### config.mk
export PLATFORM = sky130hd
export DESIGN_NAME = line_fetch_responder_flat
export DESIGN_NICKNAME = d
export VERILOG_FILES = /design/src/rtl/line_fetch_pkg.sv /design/src/rtl/line_fetch_responder_if.sv /design/src/rtl/byte_serializer.sv /design/src/rtl/line_fetch_responder.sv /design/src/flat_wrapper.sv
export SDC_FILE = /design/constraint.sdc
export NUM_CORES = 1
export LEC_CHECK = 0
export CAP_MARGIN = 20
export CORE_MARGIN = 2
export CORE_UTILIZATION = 51
export CTS_CLUSTER_DIAMETER = 60
export CTS_CLUSTER_SIZE = 14
export DETAILED_ROUTE_END_ITERATION = 10
export GPL_ROUTABILITY_DRIVEN = 0
export PLACE_DENSITY = 0.78
export SYNTH_ARGS = -nofsm -noshare
export SYNTH_HDL_FRONTEND = slang
export SYNTH_SLANG_ARGS = --single-unit
export TNS_END_PERCENT = 100
### constraint.sdc
create_clock -name sys_clk -period 2.5 [get_ports sys_clk]
set_input_delay 0.625 -clock sys_clk [delete_from_list [all_inputs] [get_ports sys_clk]]
set_output_delay 0.625 -clock sys_clk [all_outputs]
set_load 0.02 [all_outputs]
### src/rtl/line_fetch_pkg.sv
// line_fetch_pkg: FSM state encoding and line geometry shared by the line fetch responder
package line_fetch_pkg;
  localparam int LINE_BYTES = 32;
  localparam int LINE_PIXELS = 8 * LINE_BYTES;
  typedef enum logic [2:0] {IDLE, REQ, WAIT, SHIFT, DONE} state_t;
endpackage

### src/rtl/line_fetch_responder_if.sv
// line_fetch_responder_if: fetch handshake, RAM read port and line cache write port
//   slave  (responder): takes mem_addrin/mem_readstrobe/ram_rd_valid/ram_rd_data,
//                       drives mem_ready/ram_rd_req/ram_addr/cache_wren/cache_addrin/cache_in
//   master (environment): the mirror image
interface line_fetch_responder_if #(
  parameter int CACHE_AW = 9
) ();
  logic [15:0] mem_addrin;
  logic mem_readstrobe;
  logic mem_ready;
  logic ram_rd_req;
  logic [15:0] ram_addr;
  logic ram_rd_valid;
  logic [7:0] ram_rd_data;
  logic cache_wren;
  logic [CACHE_AW-1:0] cache_addrin;
  logic cache_in;
  modport slave (
    input mem_addrin, mem_readstrobe, ram_rd_valid, ram_rd_data,
    output mem_ready, ram_rd_req, ram_addr, cache_wren, cache_addrin, cache_in
  );
  modport master (
    output mem_addrin, mem_readstrobe, ram_rd_valid, ram_rd_data,
    input mem_ready, ram_rd_req, ram_addr, cache_wren, cache_addrin, cache_in
  );
endinterface

### src/rtl/byte_serializer.sv
// byte_serializer: loads a byte and shifts it out MSB-first with bit index and last-bit flag
//   sys_clk/sys_rst: clock, sync active-high reset; load/din: capture byte; shift: advance one bit
//   bit_out: current bit (registered MSB); bit_idx: bits already emitted; done: emitting bit 7
module byte_serializer (
  input  logic       sys_clk,
  input  logic       sys_rst,
  input  logic       load,
  input  logic       shift,
  input  logic [7:0] din,
  output logic       bit_out,
  output logic [2:0] bit_idx,
  output logic       done
);
  logic [7:0] shreg;
  always_ff @(posedge sys_clk)
    if (sys_rst) begin
      shreg <= '0;
      bit_idx <= '0;
    end else if (load) begin
      shreg <= din;
      bit_idx <= '0;
    end else if (shift) begin
      shreg <= {shreg[6:0], 1'b0};
      bit_idx <= bit_idx + 3'd1;
    end
  assign bit_out = shreg[7];
  assign done = bit_idx == 3'd7;
endmodule

### src/rtl/line_fetch_responder.sv
// line_fetch_responder: fetches one line of bytes from frame RAM and unpacks it MSB-first into the 1-bit line cache
//   sys_clk/sys_rst: clock, sync active-high reset
//   bus (slave): mem_addrin/mem_readstrobe/mem_ready fetch handshake, ram_rd_req/ram_addr/ram_rd_valid/ram_rd_data
//                RAM read port, cache_wren/cache_addrin/cache_in cache write port
module line_fetch_responder
  import line_fetch_pkg::*;
#(
  parameter int BYTES_PER_LINE = LINE_BYTES,
  parameter int CACHE_AW = $clog2(LINE_PIXELS) + 1
) (
  input logic sys_clk,
  input logic sys_rst,
  line_fetch_responder_if.slave bus
);
  localparam int BW = $clog2(BYTES_PER_LINE);
  localparam logic [BW-1:0] LAST = BW'(BYTES_PER_LINE - 1);
  state_t state;
  logic strobe_q;
  logic [15:0] base;
  logic [BW-1:0] byte_idx;
  logic [2:0] bit_idx;
  logic ser_bit, ser_done, accept, load, shift;
  // only a fresh rising edge starts a fill, so a strobe still high after completion cannot retrigger
  assign accept = state == IDLE && bus.mem_readstrobe && !strobe_q;
  assign load = state == WAIT && bus.ram_rd_valid;
  assign shift = state == SHIFT;
  byte_serializer u_ser (
    .sys_clk(sys_clk),
    .sys_rst(sys_rst),
    .load(load),
    .shift(shift),
    .din(bus.ram_rd_data),
    .bit_out(ser_bit),
    .bit_idx(bit_idx),
    .done(ser_done)
  );
  assign bus.cache_in = ser_bit;
  assign bus.cache_addrin = CACHE_AW'({byte_idx, bit_idx});
  always_ff @(posedge sys_clk)
    if (sys_rst) begin
      state <= IDLE;
      strobe_q <= 1'b0;
      base <= '0;
      byte_idx <= '0;
      bus.mem_ready <= 1'b1;
      bus.ram_rd_req <= 1'b0;
      bus.ram_addr <= '0;
      bus.cache_wren <= 1'b0;
    end else begin
      strobe_q <= bus.mem_readstrobe;
      bus.ram_rd_req <= 1'b0;
      case (state)
        IDLE: if (accept) begin
          base <= bus.mem_addrin;
          byte_idx <= '0;
          bus.mem_ready <= 1'b0;
          bus.ram_rd_req <= 1'b1;
          bus.ram_addr <= bus.mem_addrin;
          state <= REQ;
        end
        REQ: state <= WAIT;
        WAIT: if (bus.ram_rd_valid) begin
          bus.cache_wren <= 1'b1;
          state <= SHIFT;
        end
        SHIFT: if (ser_done) begin
          bus.cache_wren <= 1'b0;
          if (byte_idx == LAST) state <= DONE;
          else begin
            byte_idx <= byte_idx + BW'(1);
            bus.ram_rd_req <= 1'b1;
            bus.ram_addr <= base + 16'(byte_idx) + 16'd1;
            state <= REQ;
          end
        end
        DONE: begin
          bus.mem_ready <= 1'b1;
          state <= IDLE;
        end
        default: state <= IDLE;
      endcase
    end
endmodule

### src/flat_wrapper.sv
// flat-port wrapper written by rule: the top's interface ports become plain ports
module line_fetch_responder_flat import line_fetch_pkg::*;
#(
  parameter int BYTES_PER_LINE = LINE_BYTES,
  parameter int CACHE_AW = $clog2(LINE_PIXELS) + 1
)
  (sys_clk, sys_rst, bus_mem_addrin, bus_mem_readstrobe, bus_ram_rd_valid, bus_ram_rd_data, bus_mem_ready, bus_ram_rd_req, bus_ram_addr, bus_cache_wren, bus_cache_addrin, bus_cache_in);
  line_fetch_responder_if #(.CACHE_AW(CACHE_AW)) bus_i ();
  input logic sys_clk;
  input logic sys_rst;
  input wire logic [$bits(bus_i.mem_addrin)-1:0] bus_mem_addrin;
  input wire logic [$bits(bus_i.mem_readstrobe)-1:0] bus_mem_readstrobe;
  input wire logic [$bits(bus_i.ram_rd_valid)-1:0] bus_ram_rd_valid;
  input wire logic [$bits(bus_i.ram_rd_data)-1:0] bus_ram_rd_data;
  output wire logic [$bits(bus_i.mem_ready)-1:0] bus_mem_ready;
  output wire logic [$bits(bus_i.ram_rd_req)-1:0] bus_ram_rd_req;
  output wire logic [$bits(bus_i.ram_addr)-1:0] bus_ram_addr;
  output wire logic [$bits(bus_i.cache_wren)-1:0] bus_cache_wren;
  output wire logic [$bits(bus_i.cache_addrin)-1:0] bus_cache_addrin;
  output wire logic [$bits(bus_i.cache_in)-1:0] bus_cache_in;
  assign bus_i.mem_addrin = bus_mem_addrin;
  assign bus_i.mem_readstrobe = bus_mem_readstrobe;
  assign bus_i.ram_rd_valid = bus_ram_rd_valid;
  assign bus_i.ram_rd_data = bus_ram_rd_data;
  assign bus_mem_ready = bus_i.mem_ready;
  assign bus_ram_rd_req = bus_i.ram_rd_req;
  assign bus_ram_addr = bus_i.ram_addr;
  assign bus_cache_wren = bus_i.cache_wren;
  assign bus_cache_addrin = bus_i.cache_addrin;
  assign bus_cache_in = bus_i.cache_in;
  line_fetch_responder #(.BYTES_PER_LINE(BYTES_PER_LINE), .CACHE_AW(CACHE_AW)) u_core (.sys_clk(sys_clk), .sys_rst(sys_rst), .bus(bus_i));
endmodule
[Word-level counts from Yosys, hierarchy flattened]
Index checks and enable logic that the tools add are counted.
Word-level totals
  flip-flop bits (word level): 55
  bits of input ports: 28
  logic and storage cells: 63
Operators by class
  add/sub/neg operators: 4
  equality and inequality tests: 10
  muxes and demuxes: 24
  reductions and logical operators: 15
Operator list (number)
  16-bit two-way mux: 3
  16-bit case mux with 2 select lines: 1
  16-bit by 1-bit adder with 16-bit output, second input constant: 1
  16-bit by 5-bit adder with 16-bit output: 1
  8-bit two-way mux: 2
  5-bit two-way mux: 3
  3-bit two-way mux: 4
  3-bit case mux with 4 select lines: 1
  5-bit case mux with 2 select lines: 1
  2-bit nonzero test: 4
  3-bit by 2-bit equality test with 1-bit output, second input constant: 2
  3-bit equality test, second input constant: 2
  1-bit two-way mux: 6
  1-bit case mux with 2 select lines: 3
  3-bit AND reduction: 2
  5-bit by 1-bit adder with 5-bit output, second input constant: 1
  5-bit equality test, second input constant: 1
  2-bit by 1-bit != test with 1-bit output, second input constant: 2
  2-bit != test, second input constant: 2
  2-bit AND reduction: 2
  4-bit AND reduction: 1
  3-bit by 1-bit adder with 3-bit output, second input constant: 1
  3-bit by 1-bit equality test with 1-bit output, second input constant: 1
  1-bit logical AND: 3
  3 further kinds: 3

[Longest topological paths before layout]
  word-level depth: 5
  mapped depth: 9

[Cells and area by module]
Synthesis repeated with hierarchy kept, for this count alone.
Second synthesis, totals
  cells, all modules: 303
  area, all modules: 2640.0 µm²
By module, submodules not included
  line_fetch_responder: instances 1, cells an instance 256, area an instance 2143.3 µm²
  byte_serializer: instances 1, cells an instance 47, area an instance 496.7 µm²

[Worst setup path after synthesis]
No wires, ideal clock.
  path kind: register to register
  from: register u_core.byte_idx[0]
  to: register u_core.bus.ram_addr[6]
  arrival: 2.069 ns
  data required time: 2.429 ns
  slack: 0.360 ns
  stages on the path, launching flop included: 10
  path buffers: 0
  cell sequence: dfxtp_1 > inv_1 > ha_1 > inv_1 > fa_1 > a21o_1 > a31oi_1 > o21ai_0 > a31o_1 > a21oi_1
Between the ends
  word-level cells in the longest chain between the ends: 5
  elaborated cells between the ends (all ways): 8
  classes of those cells: add/sub (2); eq/ne (2); mux (3); reduce/logical (1)
RTL lines
  start, declared: line line_fetch_responder.sv:20  | logic [BW-1:0] byte_idx;
  start signal, assigned: line line_fetch_responder.sv:70  | byte_idx <= byte_idx + BW'(1);
  16-bit by 5-bit adder with 16-bit output: line line_fetch_responder.sv:72  | bus.ram_addr <= base + 16'(byte_idx) + 16'd1;
  16-bit by 1-bit adder with 16-bit output: line line_fetch_responder.sv:72
  16-bit two-way mux: line line_fetch_responder.sv:68  | if (byte_idx == LAST) state <= DONE;
  16-bit two-way mux: line line_fetch_responder.sv:66  | SHIFT: if (ser_done) begin
  16-bit case mux with 2 select lines: line line_fetch_responder.sv:52  | case (state)
  end signal, assigned: line line_fetch_responder.sv:58  | bus.ram_addr <= bus.mem_addrin;
  end signal, assigned: line line_fetch_responder.sv:72
  end, declared: line line_fetch_responder_if.sv:20  | output mem_ready, ram_rd_req, ram_addr, cache_wren, cache_addrin, cache_in
Several ways; a longest one is shown, not always the timed one. The select of a mux whose other input is x is not followed.
A chain may end at the register's enable or synchronous reset.

[Worst setup path after layout]
  from: input bus_mem_readstrobe
  to: register u_core.bus.ram_addr[4]
Between the ends
  word-level cells in the longest chain between the ends: 4
RTL lines
  start, declared: line flat_wrapper.sv:12  | input wire logic [$bits(bus_i.mem_readstrobe)-1:0] bus_mem_readstrobe;
  1-bit logical AND (2 in a row): line line_fetch_responder.sv:24  | assign accept = state == IDLE && bus.mem_readstrobe && !strobe_q;
  2-bit by 1-bit != test with 1-bit output (no source line)
  4-bit AND reduction (no source line)
Every way passes these cells.

==> reports/metrics.yaml <==
timing:
  worst_slack_ns: 0.2676
  finalSetupViolCount: 0
  finalHoldViolCount: 0
  tightest_slew_ns: 0.5144
  tns_ns: 0
  fmax_mhz: 447.9
  slew_headroom_pct: 65.62
  slew_viol_final: 0
  rsz0062_at_grt: "false"
  period_minus_slack_ns: 2.232
  finalCritPeriodShare_pct: 89.30
  finalClockSkew_ns: 0.01099
die:
  start_util_pct: 52.34
  die_x_um: 76.17
  num_io_pins: 57
  die_y_um: 76.17
  coreArea_mm2: 0.005075
  die-area_mm2: 0.005802
  row_count: 26
route:
  vias: 2457
  post_drt_via_cell_ratio: 5.546
  first_pass_iters: 4
  wire_per_inst_um: 14.32
  drc: 0
  wirelength_um: 6342
  drt_iter0_drc: 112
  antenna_left: 0
clock_tree:
  cts_tree: "yes"
  clock-root-buffer: "clkbuf_8"
  post_cts_resized: 0
  clockBufferDepth: 2
  clk_pin_slew_worst_paths_ns: 0.09
  cts_htree_levels: 2
  cts_sinks: 55
  post_cts_buffers: 0
  worstSkewPairLatency_ns: 0.30
  cts_buffers: 5
  ctsHoldBuffers: 0
yosys:
  synthFlopType: "dfxtp_1"
  yosysWarnings: 0
  yosysUniqueCellTypes: 50
  avgSynthCellArea_um2: 8.327
  synth_top_area_cell: "dfxtp_1"
  synthesis.nets: 357
  ys_top_cells_by_count: "67 x nand2_1, 55 x dfxtp_1, 32 x a21oi_1, 17 x nor2_1, 11 x clkbuf_1"
  async_flop_share_pct: 0
  syn_inst: 319
  synth-edff-count: 0
  synth_area_mm2: 0.002656
  synth_seq_cells: 55
  synth.most_common_cell: "nand2_1"
  synth.area.top_cells: "dfxtp_1 41%, nand2_1 9.5%, a21oi_1 6.0%"
  seq_area_frac_synth_pct: 41.45
  synth_top_area_share_pct: 41.45
worst_setup_path:
  start_kind: "primary input"
  critPathLaunch: "bus_mem_readstrobe"
  critical-path-max-stage-delay_ns: 0.51
  crit_fanout: 11
  required_ns: 2.71
  crit_type: "primary input to flip-flop"
  r2r_start: "u_core.byte_idx[1]"
  critPathSlowestCell: "or4b_4"
  critical_path.endpoint_type: "flip-flop"
  path_cells: "clkdlybuf4s50_1 -> or4b_4 -> a21oi_4 -> buf_4 -> nor2_1 -> a311oi_1"
  worstPathArrival_ns: 2.44
layout:
  fin_cells: 443
  diodes: 0
  layout-drive-gt1-share_pct: 7.775
  area_growth_pct: 27.79
  fin_nets: 410
  fillers: 442
  multiInputGateArea_mm2: 0.001411
  seq_area_mm2: 0.001101
place:
  dp_hpwl_um: 4511
  placedCellCount: 435
  dp_slack_ns: -0.04282
  io_buffer_count: 55
global_routing:
  grt_pass1_wl_um: 10870
  grt_max_degree: 26
  gr-total-overflow: 0
  antenna_found_initial: 0
  grt_usage_pct: 22.74
  grt_pass1_vias: 2298
pwr:
  vdd_ir_drop_max_mv: 0.3286
  p_leak_uw: 0.001237
  power.density_mw_per_mm2: 544.6
worst_hold_path:
  worstHoldStart: "u_core.bus.ram_addr[2]"
  hold_path_class: "flip-flop to flip-flop"
run_status:
  status: "complete, no violations"
flow_run:
  maxCapViolCount: 0
[path summary, 6_finish.rpt]
check	to	slack, ns	depth (start not counted)
max	u_core.bus.ram_addr[4]	0.27	6
min	u_core.bus.ram_addr[2]	0.46	2
max reg2reg	u_core.bus.ram_addr[4]	0.27	8
min reg2reg	u_core.bus.ram_addr[2]	0.46	2
[metrics by stage]
step	area [µm²]	util (%)	hold WS [ns]	total power, µW
after CTS	3395	66.89	0.4647	1862
after global placement	3294	64.92	0.4455	1328
after floorplan	2656	-	0.4363	1185
after global routing	3395	66.89	0.4913	1945
final	3395	66.89	0.4606	1849
after detailed placement	3294	64.92	0.4501	1335
[metal layers]
metal	routed length, µm	track usage (%)	part of all wire, %	up-vias
met4	87	8.364	1.4	0
met2	3056	37.77	48	78
met3	334	3.791	5.3	9
met5	0	0	0	-
met1	2863	29.95	45	1139
li1	-	-	-	1231
[power breakdown]
group	leakage [µW]	switching, µW	internal [µW]
Clock	0.0000515	279	254
Sequential	0.000449	44.2	929
Combinational	0.000736	173	170
[placed cells by master, fill, tap and decap left out, types with 2 or more instances in the layout]
cell type,n
nor2_1,17
xor2_1,2
o21a_1,2
nand2_1,67
ha_1,9
clkdlybuf4s50_1,54
xnor2_1,10
inv_1,7
a31o_1,2
nor3_2,2
a311oi_1,8
buf_12,2
o211ai_1,3
nor2b_1,2
clkbuf_8,7
o22ai_1,5
buf_4,11
a31oi_1,5
nand3b_1,2
a22oi_1,6
o21ai_0,5
a21o_1,4
and3_1,4
nor3_1,9
nand4_1,2
or3_1,4
a21oi_1,32
o21ai_1,2
and4_1,2
dfxtp_1,55
nand3_1,9
mux2i_1,2
[critical path: cells and delay by family]
kind,cells,cell delay (ns)
and+or+nand+nor,2,0.56
buffers and inverters,2,0.70
AOI/OAI and AO/OA,2,0.55
[cell type report]
cell class	count	area share, %
Tap cell	70	2.580
Clock buffer	8	2.949
Timing Repair Buffer	68	19.68
Inverter	7	0.7740
Sequential cell	55	32.44
Multi-Input combinational cell	235	41.58
[registers in the layout (all words and copies together), names as in the netlist]
signal                 count
u_core.base               16
u_core.bus.ram_addr       16
u_core.u_ser.shreg         8
u_core.byte_idx            5
u_core.state               3
u_core.u_ser.bit_idx       3
u_core.bus.cache_wren      1
u_core.bus.mem_ready       1
u_core.bus.ram_rd_req      1
u_core.strobe_q            1
[cell families (layout without fill, tap and decap cells)]
| kind of cell | count (synthesis) | in the layout | share of synthesized area (%) |
|---|---|---|---|
| DFF | 55 | 55 | 41.45 |
| AOI/OAI and AO/OA | 83 | 83 | 21.01 |
| adders and majority gates | 10 | 10 | 4.993 |
| other | 1 | 1 | 0.1412 |
| and+or+nand+nor | 127 | 127 | 22.28 |
| muxes | 2 | 2 | 0.7537 |
| xor gates and xnor gates | 12 | 12 | 3.957 |
| buffers and inverters | 29 | 83 | 5.417 |
No activity file was read; power rests on OpenSTA's default activity.
